<file path="config.mk">
export PLATFORM = sky130hd
export DESIGN_NAME = mmc3_scanline_irq
export DESIGN_NICKNAME = d
export VERILOG_FILES = /design/src/rtl/mmc3_scanline_irq.sv
export SDC_FILE = /design/constraint.sdc
export NUM_CORES = 1
export LEC_CHECK = 0
export BUFFER_PORTS_ARGS = -buffer_cell sky130_fd_sc_hd__buf_2
export CAP_MARGIN = 15
export CORE_AREA = 5 5 52 73
export CTS_CLUSTER_DIAMETER = 150
export DETAILED_ROUTE_END_ITERATION = 6
export DIE_AREA = 0 0 57 78
export GPL_TIMING_DRIVEN = 0
export PLACE_DENSITY_LB_ADDON = 0.25
export SLEW_MARGIN = 20
export SYNTH_ARGS = -nofsm -noshare
export SYNTH_HDL_FRONTEND = slang
export SYNTH_SLANG_ARGS = --single-unit
</file>
<file path="constraint.sdc">
create_clock -name clk -period 2.3 [get_ports clk]
set_input_delay 0.575 -clock clk [delete_from_list [all_inputs] [get_ports clk]]
set_output_delay 0.575 -clock clk [all_outputs]
set_load 0.02 [all_outputs]
</file>
<file path="src/rtl/mmc3_scanline_irq.sv">
// mmc3_scanline_irq
//   Scanline IRQ stage of the MMC3/MMC6 mapper family. PPU A12 rising edges
//   are qualified against the number of CPU M2 falling edges seen while A12
//   was low. They then clock an 8-bit reload/decrement counter. The IRQ is
//   raised when that counter reaches zero and the IRQ is enabled.
//
//   reg_addr encoding ({cpu.addr[15:13], cpu.addr[0]}):
//     4'hC = $C000 latch, 4'hD = $C001 reload,
//     4'hE = $E000 irq disable/ack, 4'hF = $E001 irq enable
//
//   Parameters
//     FILT_M2      M2 falling edges A12 must stay low before a rise counts (1..7)
//     SYNC_STAGES  synchroniser depth for ppu_a12 and cpu_m2 (>=2)
//
//   Ports
//     clk, map_rst          system clock, synchronous active-high reset
//     decode_en             CPU write window (level, may span several clk)
//     reg_addr, cpu_data    register select and write data
//     cpu_m2, ppu_a12       asynchronous inputs, synchronised internally
//     mmc3a                 1 = rev-A counter semantics, 0 = rev-B/MMC6
//     irq                   registered IRQ request, active-high
//     sst_*                 save-state access; live only with MMC3_IRQ_SST_EN
//
//   Build option: define MMC3_IRQ_SST_EN to map latch/counter/flags/irq onto
//   save-state indices 16..19. Without it sst_ce=0 and sst_do=8'hFF.
module mmc3_scanline_irq #(
    parameter int FILT_M2     = 3,
    parameter int SYNC_STAGES = 2
) (
    input  logic       clk,
    input  logic       map_rst,
    input  logic       decode_en,
    input  logic [3:0] reg_addr,
    input  logic [7:0] cpu_data,
    input  logic       cpu_m2,
    input  logic       ppu_a12,
    input  logic       mmc3a,
    output logic       irq,
    input  logic       sst_act,
    input  logic       sst_we,
    input  logic [7:0] sst_addr,
    input  logic [7:0] sst_dati,
    output logic       sst_ce,
    output logic [7:0] sst_do
);

    localparam logic [2:0] FILT = 3'(FILT_M2);

    logic [SYNC_STAGES-1:0] a12_sync;
    logic [SYNC_STAGES-1:0] m2_sync;
    logic                   a12_s, a12_s_d;
    logic                   m2_s, m2_s_d;
    logic                   m2_fall;
    logic [2:0]             low_cnt;
    logic                   clk_ev;

    logic [7:0] latch, counter;
    logic       reload, irq_en;

    logic [7:0] latch_nxt, counter_nxt;
    logic       reload_nxt, irq_en_nxt, irq_nxt;
    logic       ev, wr, en_eff, fire;

    assign a12_s   = a12_sync[SYNC_STAGES-1];
    assign m2_s    = m2_sync[SYNC_STAGES-1];
    assign m2_fall = m2_s_d & ~m2_s;
    assign clk_ev  = a12_s & ~a12_s_d & (low_cnt == FILT);

    // The save-state engine freezes the CPU-visible side; the filter keeps
    // tracking so it resumes in step with the PPU.
    assign ev = clk_ev & ~sst_act;
    assign wr = decode_en & ~sst_act;

    // Synchronisers and A12 low-time filter.
    always_ff @(posedge clk) begin
        if (map_rst) begin
            a12_sync <= '0;
            m2_sync  <= '0;
            a12_s_d  <= 1'b0;
            m2_s_d   <= 1'b0;
            low_cnt  <= 3'd0;
        end else begin
            a12_sync <= {a12_sync[SYNC_STAGES-2:0], ppu_a12};
            m2_sync  <= {m2_sync[SYNC_STAGES-2:0], cpu_m2};
            a12_s_d  <= a12_s;
            m2_s_d   <= m2_s;
            if (a12_s)
                low_cnt <= 3'd0;
            else if (m2_fall && low_cnt != FILT)
                low_cnt <= low_cnt + 3'd1;
        end
    end

    // Ordering within one edge: an $E001 write enables the event it coincides
    // with; the event then runs on the old latch/reload; afterwards $C000,
    // $C001 and $E000 writes land on top (so $E000 beats a same-edge fire).
    always_comb begin
        latch_nxt   = latch;
        counter_nxt = counter;
        reload_nxt  = reload;
        irq_en_nxt  = irq_en;
        irq_nxt     = irq;
        fire        = 1'b0;
        en_eff      = irq_en | (wr & (reg_addr == 4'hF));

        if (ev) begin
            counter_nxt = (counter == 8'd0 || reload) ? latch : counter - 8'd1;
            reload_nxt  = 1'b0;
            // Rev-A does not fire when a zero counter reloads zero on its own.
            fire = (counter_nxt == 8'd0) & en_eff &
                   (~mmc3a | (counter != 8'd0) | reload);
            if (fire)
                irq_nxt = 1'b1;
        end

        if (wr) begin
            case (reg_addr)
                4'hC: latch_nxt = cpu_data;
                4'hD: reload_nxt = 1'b1;
                4'hE: begin
                    irq_en_nxt = 1'b0;
                    irq_nxt    = 1'b0;
                end
                4'hF: irq_en_nxt = 1'b1;
                default: ;
            endcase
        end

`ifdef MMC3_IRQ_SST_EN
        // sst_act already blocks ev/wr, so these never collide with them.
        if (sst_act && sst_we && sst_ce) begin
            case (sst_addr[1:0])
                2'd0: latch_nxt   = sst_dati;
                2'd1: counter_nxt = sst_dati;
                2'd2: begin
                    reload_nxt = sst_dati[1];
                    irq_en_nxt = sst_dati[0];
                end
                default: irq_nxt = sst_dati[0];
            endcase
        end
`endif
    end

    always_ff @(posedge clk) begin
        if (map_rst) begin
            latch   <= 8'd0;
            counter <= 8'd0;
            reload  <= 1'b0;
            irq_en  <= 1'b0;
            irq     <= 1'b0;
        end else begin
            latch   <= latch_nxt;
            counter <= counter_nxt;
            reload  <= reload_nxt;
            irq_en  <= irq_en_nxt;
            irq     <= irq_nxt;
        end
    end

`ifdef MMC3_IRQ_SST_EN
    assign sst_ce = (sst_addr[7:2] == 6'd4);
    always_comb begin
        case (sst_addr[1:0])
            2'd0:    sst_do = latch;
            2'd1:    sst_do = counter;
            2'd2:    sst_do = {6'd0, reload, irq_en};
            default: sst_do = {7'd0, irq};
        endcase
    end
`else
    assign sst_ce = 1'b0;
    assign sst_do = 8'hFF;
    logic unused_sst;
    assign unused_sst = &{1'b0, sst_we, sst_addr, sst_dati};
`endif

endmodule

</file>
==> flow_summary.ini <==
[clocking]
post_cts_resized = 0
clk_latency_ns = 0.27
clkTransAtPathRegs_ns = 0.09
clock_path_buffers = 2
cts_max_level = 1
postCtsHoldBufs = 0
clk_root_buffer_cell = clkbuf_8
cts_buffers = 3
cts_tree = built
clkSinkCount = 28
cts_post_setup_buffers_inserted = 0

[logic_synthesis]
async_reset_ff_share_pct = 0
syn_avg_cell_area_um2 = 9.05
ys_seq_area_share_pct = 38.2
synth_edf_count = 0
synth_area_leader_cell = dfxtp_1
synthFlopType = dfxtp_1
ys_seq_elements = 28
netlist.area_leader.share_pct = 38.2
syn_area_um2 = 1470
ys_top_cells_by_area = dfxtp_1 (38%), mux2i_1 (7.5%), buf_4 (4.6%)
syn_inst = 162
ys_types = 41
synth_warnings = 0

[cells_and_area]
finalNetCount = 233
drive_gt1_share_pct = 21.9
final_common_cell = dfxtp_1
most-common-layout-cells = dfxtp_1 (28), buf_2 (19), nor2_1 (18)
n_fill_cell = 305
area_delta_synth_final_pct = 16.5
postLayoutCellArea_um2 = 1710
n_antenna_cell = 0

[timing]
rsz0062_at_grt = no
period_needed_ns = 2.11
setup_tns_ns = 0
fin_crit_sh_pct = 91.7
fin_skew_ns = 0.00190
max_freq_ghz = 0.474
relSlewSlack_pct = 40.9
hold_viol_final = 0
finalSetupViolCount = 0
worst_pin_slew_ns = 0.882
report.final.slew_viol_count = 0

[floorplanning]
placeableCoreArea_um2 = 3060
io_pins = 46
initial_core_util_pct = 47.9
die_width_um = 57
die_h_um = 78
dieArea_um2 = 4450
num_rows = 24

[worst_hold_path]
hold_depth = 1
hold_class = flop to flop
worstHoldEndpoint = a12_sync[1]
hp-start = a12_sync[0]

[worst_setup_path]
slowest_delay_ns = 0.46
crit_family = compound AO/OA/AOI/OAI gates
r2r_end = irq
rr_startpoint = counter[0]
critPathRequiredTime_ns = 2.52
endpoint_kind = flop
path_cells = inv_1, ha_1, nor3b_2, a21oi_4, mux2_4, nor4_2, a41o_1
r2r_cells = 7
cp-startpoint = counter[0]
worstPathMaxFanout = 9
worstSetupStartpointType = flop
crit_arrival_ns = 2.33
cp_slowest_cell = dfxtp_1
path_buf_inv = 1
reg2reg_slack_ns = 0.19
crit_type = flop to flop

[pwr]
power.density_nw_per_um2 = 555
leakage_nw = 0.655
ir_drop_uv = 448

[route]
wl_per_cell_um = 13.4
first_pass_iters = 4
drc = 0
vias = 1201
postRouteAntennaNets = 0
first_iter_violations = 17
drt_wl_total_mm = 3.09
routed_via_density = 5.20

[global_routing]
grt_pass1_vias = 1210
grt_max_degree = 17
grt_usage_pct = 14.9
grt_antenna_before_repair = 0
grt_pass1_wl_mm = 5.31
gr-total-overflow = 0

[run]
maxCapViolCount = 0

[placed_design]
port_buffers = 19
post_dp_cell_area_um2 = 1640
place_congestion = 0.839
dpl.hpwl_mm = 2.45

[outcome]
status = completed
==> flip-flops by register name, summed over array words and instances, names as in the netlist <==
register and count:
a12_s_d 1, a12_sync 2, counter 8, irq 1, irq_en 1, latch 8, low_cnt 3, m2_s_d 1
m2_sync 2, reload 1
==> worst register-to-register path, stage by stage (launching register included) <==
cell and delay (ns):
dfxtp_1 0.46, inv_1 0.10, ha_1 0.23, nor3b_2 0.20, a21oi_4 0.30, mux2_4 0.33, nor4_2 0.25, a41o_1 0.19
==> cell usage after synthesis, drive strengths merged, types with 2 or more instances <==
| cell type | instances |
|---|---|
| a31oi | 2 |
| a21oi | 9 |
| nand2 | 10 |
| nand4b | 2 |
| o211ai | 3 |
| mux2i | 11 |
| clkbuf | 5 |
| nor3b | 4 |
| nor2 | 18 |
| a22oi | 3 |
| conb | 2 |
| nor3 | 7 |
| buf | 10 |
| mux2 | 4 |
| nor2b | 9 |
| xnor2 | 2 |
| nor4 | 4 |
| ha | 4 |
| inv | 5 |
| o21bai | 2 |
| dfxtp | 28 |
| o21ai | 6 |
==> cells by family (layout without fill, tap and decap cells) <==
logic type | count (synthesis) | in the layout | synth area share, %
and+or+nand+nor | 59 | 59 | 23.5
xor gates and xnor gates | 3 | 3 | 1.79
buffers and inverters | 20 | 43 | 7.42
DFF | 28 | 28 | 38.2
muxes | 15 | 15 | 10.8
AOI/OAI and AO/OA | 31 | 31 | 14.2
adders and majority gates | 4 | 4 | 3.41
other | 2 | 9 | 0.512
==> power by group <==
part | internal (mW) | leakage (nW) | switching (mW)
clock | 0.233 | 0.0357 | 0.153
combinational | 0.0309 | 0.392 | 0.0370
sequential | 0.491 | 0.227 | 0.00350
total | 0.755 | 0.655 | 0.193
==> metal layers <==
metal  wire (um)  vias to the layer above  global-route usage (%)  share of wire [%]
li1            -                      616                       -                  -
met1        1220                      560                    15.8                 39
met2        1700                       19                    28.3                 55
met3         107                        6                    2.33                3.5
met4          63                        0                    6.26                2.0
met5           0                        -                       0                  0
==> per-stage QoR <==
step                setup slack (ns)  std cells  util [%]  hold slack (ns)  total power, mW
finish                         0.191        231      55.8            0.452            0.948
global placement               0.220        227      53.4            0.426            0.571
global route                  0.0465        231      55.8            0.473            0.988
floorplan                      0.400        169         -            0.414            0.550
CTS                            0.186        231      55.8            0.457            0.959
detailed placement            0.0711        227      53.4            0.424            0.574
==> worst max-delay path by stage <==
| stage | to | depth (start not counted) |
|---|---|---|
| global route | irq | 7 |
| detailed placement | latch[7] | 5 |
| finish | irq | 7 |
| CTS | irq | 7 |
| floorplan | irq | 7 |
| global placement | latch[5] | 5 |
==> final cells by class <==
type / count / area, um2 / area share [%]
Clock inverter: 1 / 30.0 / 1.76
Buffer: 15 / 90.1 / 5.27
Multi-Input combinational cell: 121 / 823 / 48.2
Clock buffer: 3 / 41.3 / 2.42
Inverter: 5 / 18.8 / 1.10
Timing Repair Buffer: 19 / 95.1 / 5.57
Tap cell: 39 / 48.8 / 2.86
Sequential cell: 28 / 561 / 32.8
Note: power is estimated with default switching activity, not from simulation.
